$ cat src/rtl/change_pkg.sv
// ---------------------------------------------------------------------------
// change_pkg
//   Shared types and default denominations for the change-return path.
//   Used by change_dispenser and change_inventory.
//   No ports.
// ---------------------------------------------------------------------------
package change_pkg;

   typedef enum logic [1:0] {
      IDLE,
      CALC,
      REQ,
      DONE
   } state_t;

   typedef enum logic [1:0] {
      NONE,
      NOTE,
      COIN
   } item_t;

   localparam int DEF_MONEY_W    = 5;
   localparam int DEF_NOTE_VAL   = 10;
   localparam int DEF_COIN_VAL   = 2;
   localparam int DEF_NOTE_STOCK = 4;
   localparam int DEF_COIN_STOCK = 15;

endpackage

$ cat src/rtl/change_inventory.sv
// ---------------------------------------------------------------------------
// change_inventory
//   Note and coin stock counters for the change dispenser. Each counter loads
//   its stock on reset, decrements on every acknowledged item of its kind and
//   saturates at zero. Only built when CHANGE_INVENTORY_EN is defined.
// Ports
//   clk_i         in   clock, rising edge
//   rst_i         in   asynchronous active-high reset (reloads the stock)
//   take_note_i   in   one note has been released
//   take_coin_i   in   one coin has been released
//   note_avail_o  out  at least one note left
//   coin_avail_o  out  at least one coin left
// ---------------------------------------------------------------------------
module change_inventory
   import change_pkg::*;
#(
   parameter int NOTE_STOCK = DEF_NOTE_STOCK,
   parameter int COIN_STOCK = DEF_COIN_STOCK
) (
   input  logic clk_i,
   input  logic rst_i,
   input  logic take_note_i,
   input  logic take_coin_i,
   output logic note_avail_o,
   output logic coin_avail_o
);

   localparam int MAX_STOCK = (NOTE_STOCK > COIN_STOCK) ? NOTE_STOCK : COIN_STOCK;
   // +2 keeps the width at least one bit even for an empty stock
   localparam int CW        = $clog2(MAX_STOCK + 2);

   logic [1:0] take;
   logic [1:0] avail;

   assign take         = {take_coin_i, take_note_i};
   assign note_avail_o = avail[0];
   assign coin_avail_o = avail[1];

   // Channel 0 counts notes, channel 1 counts coins
   for (genvar gi = 0; gi < 2; gi++) begin : g_stock
      localparam int INIT = (gi == 0) ? NOTE_STOCK : COIN_STOCK;

      logic [CW-1:0] cnt_q;

      always_ff @(posedge clk_i or posedge rst_i) begin
         if (rst_i) begin
            cnt_q <= CW'(INIT);
         end else if (take[gi] && (cnt_q != '0)) begin
            cnt_q <= cnt_q - 1'b1;
         end
      end

      assign avail[gi] = (cnt_q != '0);
   end

endmodule

$ cat src/rtl/change_dispenser.sv
// ---------------------------------------------------------------------------
// change_dispenser
//   Change-return controller. On start it latches price and inserted amount,
//   computes the change and releases it one item at a time (notes first),
//   handshaking each item with the ejector mechanism.
//   Optional feature macro: CHANGE_INVENTORY_EN (finite note/coin stock).
// Ports
//   clk_i            in   clock, rising edge
//   rst_i            in   asynchronous active-high reset
//   start_i          in   one-cycle request, sampled only in IDLE
//   value_to_pay_i   in   price, sampled with start
//   input_money_i    in   amount inserted, sampled with start
//   note_out_o       out  note request, held until dispense_ack_i
//   coin_out_o       out  coin request, held until dispense_ack_i
//   dispense_ack_i   in   mechanism released the requested item
//   busy_o           out  high outside IDLE
//   done_o           out  one-cycle end-of-transaction pulse
//   error_o          out  pulses with done on underpay or stock shortage
//   residue_o        out  undispensed remainder, valid with done, held after
// ---------------------------------------------------------------------------
module change_dispenser
   import change_pkg::*;
#(
   parameter int MONEY_W    = DEF_MONEY_W,
   parameter int NOTE_VAL   = DEF_NOTE_VAL,
   parameter int COIN_VAL   = DEF_COIN_VAL
`ifdef CHANGE_INVENTORY_EN
   ,
   parameter int NOTE_STOCK = DEF_NOTE_STOCK,
   parameter int COIN_STOCK = DEF_COIN_STOCK
`endif
) (
   input  logic               clk_i,
   input  logic               rst_i,
   input  logic               start_i,
   input  logic [MONEY_W-1:0] value_to_pay_i,
   input  logic [MONEY_W-1:0] input_money_i,
   output logic               note_out_o,
   output logic               coin_out_o,
   input  logic               dispense_ack_i,
   output logic               busy_o,
   output logic               done_o,
   output logic               error_o,
   output logic [MONEY_W-1:0] residue_o
);

   localparam logic [MONEY_W-1:0] NOTE_V = MONEY_W'(NOTE_VAL);
   localparam logic [MONEY_W-1:0] COIN_V = MONEY_W'(COIN_VAL);

   state_t             state_q;
   item_t              item_q;
   logic [MONEY_W-1:0] price_q;
   logic [MONEY_W-1:0] paid_q;
   logic [MONEY_W-1:0] remaining_q;
   logic               note_q;
   logic               coin_q;
   logic               busy_q;
   logic               done_q;
   logic               error_q;
   logic [MONEY_W-1:0] residue_q;

   logic               note_avail;
   logic               coin_avail;
   logic               acked;
   logic               underpaid;
   logic               stock_short;
   logic               step_stop;
   logic [MONEY_W-1:0] step_val;
   item_t              step_item;

   // An ack counts only while a request is actually on the wire
   assign acked = (state_q == REQ) && (item_q != NONE) && dispense_ack_i;

`ifdef CHANGE_INVENTORY_EN
   change_inventory #(
      .NOTE_STOCK (NOTE_STOCK),
      .COIN_STOCK (COIN_STOCK)
   ) u_inventory (
      .clk_i        (clk_i),
      .rst_i        (rst_i),
      .take_note_i  (acked && (item_q == NOTE)),
      .take_coin_i  (acked && (item_q == COIN)),
      .note_avail_o (note_avail),
      .coin_avail_o (coin_avail)
   );
`else
   assign note_avail = 1'b1;
   assign coin_avail = 1'b1;
`endif

   // Largest denomination that fits and is in stock; an unavailable note is
   // paid out in coins instead.
   function automatic item_t pick(input logic [MONEY_W-1:0] v,
                                  input logic n_ok,
                                  input logic c_ok);
      item_t r;
      r = NONE;
      if ((v >= NOTE_V) && n_ok) begin
         r = NOTE;
      end else if ((v >= COIN_V) && c_ok) begin
         r = COIN;
      end
      return r;
   endfunction

   // step_val is the amount the next decision is based on: fresh change in
   // CALC, the post-ack amount on an ack, otherwise the held remainder.
   always_comb begin
      underpaid = 1'b0;
      step_val  = remaining_q;
      if (state_q == CALC) begin
         underpaid = (paid_q < price_q);
         step_val  = underpaid ? paid_q : (paid_q - price_q);
      end else if (acked) begin
         step_val = remaining_q - ((item_q == NOTE) ? NOTE_V : COIN_V);
      end
      step_item   = pick(step_val, note_avail, coin_avail);
      stock_short = (step_val >= COIN_V) && (step_item == NONE);
      // An underpaid amount is handed back whole as residue, not dispensed
      step_stop   = underpaid || (step_val < COIN_V) || stock_short;
   end

   always_ff @(posedge clk_i or posedge rst_i) begin
      if (rst_i) begin
         state_q     <= IDLE;
         item_q      <= NONE;
         price_q     <= '0;
         paid_q      <= '0;
         remaining_q <= '0;
         note_q      <= 1'b0;
         coin_q      <= 1'b0;
         busy_q      <= 1'b0;
         done_q      <= 1'b0;
         error_q     <= 1'b0;
         residue_q   <= '0;
      end else begin
         done_q  <= 1'b0;
         error_q <= 1'b0;
         unique case (state_q)
            IDLE: begin
               if (start_i) begin
                  price_q <= value_to_pay_i;
                  paid_q  <= input_money_i;
                  busy_q  <= 1'b1;
                  state_q <= CALC;
               end
            end
            CALC, REQ: begin
               // A pending request just waits; every other cycle decides.
               if ((state_q == CALC) || (item_q == NONE) || acked) begin
                  remaining_q <= step_val;
                  if (step_stop) begin
                     item_q    <= NONE;
                     note_q    <= 1'b0;
                     coin_q    <= 1'b0;
                     done_q    <= 1'b1;
                     error_q   <= underpaid || stock_short;
                     residue_q <= step_val;
                     state_q   <= DONE;
                  end else if (acked) begin
                     // Mandatory low cycle between consecutive items
                     item_q <= NONE;
                     note_q <= 1'b0;
                     coin_q <= 1'b0;
                  end else begin
                     item_q  <= step_item;
                     note_q  <= (step_item == NOTE);
                     coin_q  <= (step_item == COIN);
                     state_q <= REQ;
                  end
               end
            end
            DONE: begin
               busy_q  <= 1'b0;
               state_q <= IDLE;
            end
            default: begin
               state_q <= IDLE;
            end
         endcase
      end
   end

   assign note_out_o = note_q;
   assign coin_out_o = coin_q;
   assign busy_o     = busy_q;
   assign done_o     = done_q;
   assign error_o    = error_q;
   assign residue_o  = residue_q;

endmodule
$ cat config.mk
export PLATFORM = sky130hd
export DESIGN_NAME = change_dispenser
export DESIGN_NICKNAME = d
export VERILOG_FILES = /design/src/rtl/change_pkg.sv /design/src/rtl/change_inventory.sv /design/src/rtl/change_dispenser.sv
export SDC_FILE = /design/constraint.sdc
export NUM_CORES = 1
export LEC_CHECK = 0
export CAP_MARGIN = 30
export CORE_MARGIN = 2
export CORE_UTILIZATION = 48
export DETAILED_ROUTE_END_ITERATION = 7
export PLACE_DENSITY = 0.75
export SLEW_MARGIN = 10
export SYNTH_ARGS = -nofsm -noshare
export SYNTH_HDL_FRONTEND = slang
export SYNTH_SLANG_ARGS = --single-unit
$ cat constraint.sdc
create_clock -name clk_i -period 2.7 [get_ports clk_i]
set_clock_uncertainty 0.2 [all_clocks]
set_input_delay 0.54 -clock clk_i [delete_from_list [all_inputs] [get_ports clk_i]]
set_output_delay 0.54 -clock clk_i [all_outputs]
set_load 0.01 [all_outputs]
Word-level counts from Yosys, hierarchy flattened
Index checks and enable logic that the tools add are counted.

Bits in registers: 29. Latch bits: 0. Memory bits (writable): 0. ROM bits: 0. Bits of input ports: 14. Output and inout bits: 10. Logic and storage cells: 71. Memories: 0.

Add/sub/neg operators: 2. Multiply operators: 0. Divide/modulo/power cells: 0. Magnitude comparators: 4. Eq/ne operators: 9. Shift operators: 0. Mux-type cells: 26. Bitwise gates (word level): 0. Reductions and logical operators: 19.

Operator list (count): $mux 2 (8); $mux 5 (3); $mux 1 (12); $eq 2x1->1 const B (3); $eq 2x2->1 const B (3); $logic_not 2->1 (3); $pmux 2 s3 (1); $reduce_and 2->1 (3); $reduce_and 3->1 (2); $ge 5x2->1 const B (1); $ge 5x4->1 const B (1); $logic_or 1x1->1 (5); $lt 5x2->1 const B (1); $lt 5x5->1 (1); $sub 5x4->5 (1); $sub 5x5->5 (1); $mux 4 (1); $ne 2x2->1 const B (2); $reduce_bool 2->1 (2); $logic_and 1x1->1 (3); $ne 3x3->1 const B (1); $pmux 1 s2 (1); $reduce_or 2->1 (1).

Depth between registers and ports, before layout
Depth in word-level cells: 14. Gate-level depth with buffers: 10. Depth with buffers taken out: 10.

Worst setup path before layout
OpenSTA, ideal clock, no wires.

Kind: reg-to-reg. From: register price_q[1]. To: register residue_q[2], in the netlist residue_o[2]. Library setup time: 0.125 ns. Arrival: 2.583 ns. Data required time: 2.375 ns. Slack: -0.208 ns. Stages on the path, launching flop included: 11. Path buffers: 1. Period minus slack after synthesis: 2.908 ns. Cell sequence: dfrtp_1 inv_1 ha_1 nor2b_4 o2111ai_1 and2_0 buf_4 o211ai_2 a2111o_1 a21oi_4 mux2_2.

Word-level cells in the longest chain between the ends: 10. Elaborated cells on any way between the ends: 15. Those cells by class: add/sub (1); order compare (4); mux (5); reduce/logical (5).

Ends and longest elaborated chain: start: declaration (line change_dispenser.sv:52) `logic [MONEY_W-1:0] price_q;`; start signal: assignment (line change_dispenser.sv:142) `price_q <= value_to_pay_i;`; $sub 5x5->5 or $lt 5x5->1 (tied branches) (line change_dispenser.sv:113, change_dispenser.sv:112); $mux 5 (line change_dispenser.sv:113) `step_val = underpaid ? paid_q : (paid_q - price_q);`; $mux 5 (line change_dispenser.sv:111) `if (state_q == CALC) begin`; $ge 5x2->1 (line change_dispenser.sv:100, change_dispenser.sv:118); $mux 2 (line change_dispenser.sv:100) `end else if ((v >= COIN_V) && c_ok) begin`; $mux 2 (line change_dispenser.sv:98) `if ((v >= NOTE_V) && n_ok) begin`; $logic_not 2->1 (line change_dispenser.sv:118) `stock_short = (step_val >= COIN_V) && (step_item == NONE);`; $logic_and 1x1->1 (line change_dispenser.sv:118); $logic_or 1x1->1 (line change_dispenser.sv:120) `step_stop = underpaid || (step_val < COIN_V) || stock_short;`; $reduce_and 3->1 (no source line); end signal: assignment (line change_dispenser.sv:158) `residue_q <= step_val;`; end: declaration (line change_dispenser.sv:60) `logic [MONEY_W-1:0] residue_q;`.

Parallel ways exist; a longest one is shown, timed or not. A chain may end at the register's enable or synchronous reset.

Final worst setup path
From: register price_q[0]. To: register residue_q[1], in the netlist residue_o[1].

Same word-level chain as after synthesis.

==> flow_metrics.py <==
metrics = {
    "status": {
        "violations": "setup timing",
        "outcome": "complete, but fails checks",
    },
    "synth": {
        "syn_inst": 159,
        "syn_area_mm2": 0.001648,
        "yosysTopAreaCell": "dfrtp_1",
        "syn-num-nets": 185,
        "ys_async_sr_fraction": 1.000,
        "avgSynthCellArea_um2": 10.36,
        "synth_flop_cell": "dfrtp_1",
        "yosys_warnings": 0,
        "synth-edff-count": 0,
        "netlist_top_cells_area": "dfrtp_1 43%, mux2_2 8.9%, ha_1 8.4%",
        "ys_seq_elements": 28,
        "yosysUniqueCellTypes": 43,
        "ys_seq_area_frac": 0.4252,
        "post-synth-top-area-fraction": 0.4252,
    },
    "global_route": {
        "grt_pass1_vias": 1561,
        "grt_max_degree": 29,
        "grt_overflow": 0,
        "antenna_found_initial": 0,
        "grt_pass1_wl_um": 7265,
        "track_usage": 0.2337,
    },
    "cells_and_area": {
        "fin_nets": 250,
        "stdcell_area_mm2": 0.002522,
        "drive_gt1_frac": 0.4215,
        "fillers": 228,
        "multi_input_comb_area_mm2": 0.001107,
        "antenna_cells": 0,
        "seq_area_um2": 700.7,
        "syn2layout_area_growth_pct": 53.08,
    },
    "timing": {
        "fmax_mhz": 349.1,
        "fin_ws_ps": -164.8,
        "finalSetupTns_ps": -970.7,
        "tightest_slew_ps": 431.1,
        "slew_violations": 0,
        "setup_viol": 8,
        "min_period_ps": 2865,
        "slew_headroom": 0.7119,
        "finalCritPeriodShare": 1.061,
        "whs_ps": 310.6,
        "rsz0062_at_grt": "true",
        "hold_viol_final": 0,
    },
    "worst_hold_path": {
        "hp-start": "note_out_o",
        "whs_path_depth": 2,
        "hp-class": "flop to flop",
    },
    "clock_network": {
        "insertion_delay_ps": 340,
        "cts.sinks": 28,
        "cts_max_path_buffers": 2,
        "cts_tree": "done",
        "h-tree-depth": 1,
        "cts_hold_buffers": 0,
        "clkTransAtPathRegs_ps": 160,
        "clockRootBuffer": "clkbuf_4",
        "cts_inserted_buffers": 3,
    },
    "drt": {
        "drc": 0,
        "ant_nets": 0,
        "via_per_inst": 5.394,
        "dr.pass1.iters": 4,
        "wl_per_cell_um": 16.55,
        "drt_wl_total_um": 4453,
        "vias": 1451,
        "drt_iter0_markers": 68,
    },
    "setup_path": {
        "startpoint": "price_q[0]",
        "start_kind": "flop",
        "rr_worst_depth": 9,
        "endpoint": "residue_o[1]",
        "reg2reg_to": "residue_o[1]",
        "crit_type": "flop to flop",
        "critPathRequiredTime_ps": 2740,
        "regToRegSetupSlack_ps": -160,
        "cp_data_arrival_time_ps": 2900,
        "regToRegStartpoint": "price_q[0]",
        "cp-end-kind": "flop",
        "crit_fanout": 6,
    },
    "floorplanning": {
        "die_h_um": 62.59,
        "ios": 24,
        "dieArea_mm2": 0.003918,
        "num_rows": 21,
        "core-area_mm2": 0.003311,
        "die_w_um": 62.59,
        "initial_utilization": 0.4977,
    },
    "place": {
        "hpwl_um": 2999,
        "numPortBuffers": 23,
        "post_dp_cell_area_mm2": 0.002243,
        "place_congestion": 0.8444,
    },
    "flow_run": {
        "maxCapViolCount": 0,
    },
}
[per-stage QoR]
step,util,setup WS [ps],std cells
after global routing,0.7619,-258.1,269
after floorplan,-,-116.3,159
after detailed placement,0.6776,-436.6,258
final,0.7619,-164.8,269
after CTS,0.7305,-247.0,267
after global placement,0.6776,-342.6,258
[cell type report]
cell class              instances  area share
clock buffers                   4     0.01438
inverters                      14     0.02083
well taps                      46     0.02282
flip-flops and latches         28      0.2778
repair buffers                 65      0.2252
multi-input cells             112      0.4390
[layer usage]
| metal | up-vias | GRT usage | share of wire |
|---|---|---|---|
| li1 | 693 | - | - |
| met1 | 708 | 0.3056 | 0.44 |
| met2 | 43 | 0.4099 | 0.51 |
| met3 | 7 | 0.02883 | 0.034 |
| met4 | 0 | 0.06111 | 0.013 |
| met5 | - | 0 | 0 |
[logic make-up (layout without fill, tap and decap cells)]
family,count (synthesis),count (layout),synth area share
buf+inv,19,83,0.04783
flops,28,28,0.4252
compound gates,36,36,0.1610
simple gates,40,40,0.1169
mux,19,19,0.1268
fa+ha+maj,12,12,0.09567
xor+xnor,5,5,0.02658
[cell usage after synthesis (2+ instances only)]
master / number
a21oi_1: 8
buf_4: 2
clkbuf_1: 2
dfrtp_1: 28
ha_1: 11
inv_1: 14
mux2_1: 2
mux2_2: 13
mux2i_1: 4
nand2_1: 16
nand2b_1: 3
nand3_1: 2
nand4_1: 2
nor2_1: 9
nor2b_1: 2
o21ai_0: 7
o22ai_1: 2
o311ai_1: 2
o41ai_1: 3
xnor2_1: 3
xor2_1: 2
[worst max-delay path, stage by stage, from the launching register on]
cell      delay [ps]
dfrtp_1          450
ha_4             190
fa_2             350
nand2b_4         160
a21oi_4          150
xnor2_2          150
o311ai_2         120
a2111o_1         360
a21oi_4          290
mux2_4           330
[worst min path at each step]
stage	slack (ps)	end
after floorplan	260	remaining_q[4]
after global placement	260	note_out_o
after detailed placement	280	note_out_o
after CTS	310	note_out_o
after global routing	360	note_out_o
final	310	note_out_o
[cell usage in the layout (no fill, tap or decap), types with 2 or more instances in the layout]
cell             instances
inv_1                   11
buf_4                   36
xnor2_1                  2
mux2_4                   4
nor2b_1                  2
mux2i_1                  3
nor2_1                   9
ha_1                     6
nand4_1                  2
nand3_1                  2
dfrtp_1                 28
a21oi_1                  6
nand2b_4                 2
inv_2                    3
nand2_1                 15
ha_4                     5
mux2_2                  11
buf_6                    6
a21oi_2                  2
clkdlybuf4s50_1         23
o41ai_2                  3
clkbuf_4                 3
a21oi_4                  2
o21ai_0                  6
[state kept, by name, summed over array words and instances (netlist names)]
| register | count |
|---|---|
| note_out_o | 1 |
| done_o | 1 |
| price_q | 5 |
| item_q | 2 |
| state_q | 2 |
| paid_q | 5 |
| error_o | 1 |
| residue_o | 5 |
| remaining_q | 5 |
| busy_o | 1 |
[timing repair]
item	CTS	global route
setup endpoints to repair	11	11
resized for setup	21	16
setup buffers	5	2
pin swaps	11	7
Power is left out: the tool's default activity adds up to more than one toggle a clock period on the data nets, which glitch-free logic cannot reach.
==> RTL edit: new RTL, same settings <==
Encoding of `state_t`: now one-hot (4 bits for 4 states).
--- a/src/rtl/change_pkg.sv
+++ b/src/rtl/change_pkg.sv
@@ -6,11 +6,11 @@
 // ---------------------------------------------------------------------------
 package change_pkg;
 
-   typedef enum logic [1:0] {
-      IDLE,
-      CALC,
-      REQ,
-      DONE
+   typedef enum logic [3:0] {
+      IDLE = 4'b0001,
+      CALC = 4'b0010,
+      REQ  = 4'b0100,
+      DONE = 4'b1000
    } state_t;
 
    typedef enum logic [1:0] {
Function: no difference found for any inputs over 10 cycles, from zero or initial values and one cycle with rst_i high; not proved beyond that.
==> RTL edit against the unedited design <==
- fmax rose by 12%
- sequential cell count up 2
- largest cell class unchanged
- worst hold slack got worse by 0.011 ns
- utilization shrank 15 points
- synthesized area grew 6.9%
- final area is 13% lower
- routed wire length fell by 12%
- critical path type unchanged
- non-clock buffer count is 31 lower
- count of clock-buffer cells in the layout is 4 higher
- setup slack gained 0.30 ns
- first-iteration DRC count up 47%
==> RTL edit: results (changes against the unedited design) <==
Parameter                              Value

Run status
  Outcome ... completed

Timing
  Worst hold-check slack ... 0.299 ns (-0.0113 ns)
  Total negative setup slack ... 0 ns (+0.971 ns)
  Worst rel slew slack ... 68.9% (-2.3 points)
  Max frequency ... 0.390 GHz (+12%)

Pwr
  Total power after layout ... 2710 uW

Routing
  Via density ... 5.63 (+4.3%)
  Met3 wirelength from detailed routing ... 196 um (+28%)
  Mean routed wirelength per cell ... 14.9 um (-9.8%)
  First DRT Iteration DRCs ... 100 (+47%)
  Routed wire length ... 3910 um (-12%)
  Detailed route wirelength on metal2 ... 1930 um (-16%)
  Wl on met1 ... 1730 um (-12%)

Place
  Placed wire-length estimate after detailed placement ... 2840 um (-5.3%)
  Final weighted congestion in routability-driven placement ... 0.936 (+11%)
  Worst-case setup slack after placement ... 0.0651 ns (+0.502 ns)
  Placed Cells incl. Taps ... 253 (-1.9%)

Global route
  GRT Overall Usage ... 21.6% (-1.8 points)
  Pin count of the biggest net entering global routing ... 31 (+6.9%)
  Grt met3 use ... 4.51% (+1.6 points)
  First-pass GRT wire length ... 6880 um (-5.3%)
  Global-route track usage on met1 ... 27.6% (-2.9 points)
  Vias in the first global route ... 1468 (-6.0%)

Critical path
  Highest net fanout along the worst path ... 7 (+1)
  Reg-to-reg endpoint ... residue_o[0]
  Number of cell instances on the worst register-to-register path ... 10 (+1)
  Cell at the slowest stage of the critical path ... fa_1
  Largest incremental delay on the critical path ... 0.42 ns (-0.03 ns)
  Beginning of the worst register-to-register path ... paid_q[0]
  Endpoint of the worst setup timing path ... residue_o[0]
  Data arrival time of the critical path ... 2.50 ns (-0.40 ns)

CTS
  Number of clock buffers inserted by TritonCTS ... 5 (+2)
  Post-CTS setup buffer count ... 0 (-5)
  Clock transition at path regs ... 0.06 ns (-0.10 ns)
  Depth of the CTS H-tree ... 2 (+1)
  Post-CTS Resized ... 0 (-100%)
  Clock Tree Root ... clkbuf_8

Synth
  Area contributors post-synth ... dfrtp_1, ha_1, nand2_1
  Distinct cell type count after synthesis ... 55 (+28%)
  Average footprint of a synthesized cell ... 9.90 um^2 (-4.5%)
  List of most frequent post-synthesis cells ... dfrtp_1, nand2_1, o21ai_0
  Share of the yosys chip area belonging to registers ... 42.7% (+0.16 points)
  Post-synthesis net count ... 200 (+8.1%)

Cells and area
  Layout cells sized above 1 ... 18.2% (-24 points)
  Final-stage net count ... 235 (-6.0%)
-- RTL edit: cell types whose count changed in the layout (fill, tap and decap cells not counted), sizes merged, moves of 3 or more --
cell | unedited run | this run
o21ba | 0 | 3
and2 | 1 | 4
nand2 | 16 | 22
a22oi | 0 | 3
mux2i | 4 | 0
ha | 11 | 7
inv | 14 | 11
buf | 42 | 11
a31oi | 1 | 4
mux2 | 15 | 4
o21ai | 7 | 21
clkbuf | 4 | 8
-- RTL edit: area by class of cell --
| cell class | count | area [um^2] |
|---|---|---|
| clock buffers | 8 | 80.1 |
| fillers | 304 | 1410 |
| inverters | 11 | 43.8 |
| multi-input cells | 131 | 943 |
| flip-flops and latches | 30 | 752 |
| well taps | 48 | 60.1 |
| repair buffers | 34 | 313 |
-- RTL edit: cells by family after synthesis --
group | Yosys count | synth area share, %
DFF | 30 | 42.7
adders and majority gates | 8 | 6.11
xor gates and xnor gates | 6 | 2.98
muxes | 4 | 2.56
AOI/OAI and AO/OA | 59 | 25.1
buffers and inverters | 17 | 4.55
and+or+nand+nor | 54 | 16.0
-- RTL edit: how the worst min path moves through the flow --
| stage | start | endpoint |
|---|---|---|
| floorplan | remaining_q[0] | remaining_q[0] |
| global placement | remaining_q[0] | remaining_q[0] |
| detailed placement | note_out_o | note_out_o |
| CTS | note_out_o | note_out_o |
| global route | remaining_q[0] | remaining_q[0] |
| finish | note_out_o | note_out_o |
-- RTL edit: worst max-delay path, delay by kind of cell, from the launching register on --
kind / cells / cell delay, ns
flip-flops: 1 / 0.35
XOR/XNOR: 1 / 0.20
AO/OA/AOI/OAI: 4 / 0.61
adder cells (fa/ha/maj): 2 / 0.64
buffers and inverters: 2 / 0.25
AND/OR/NAND/NOR: 1 / 0.17
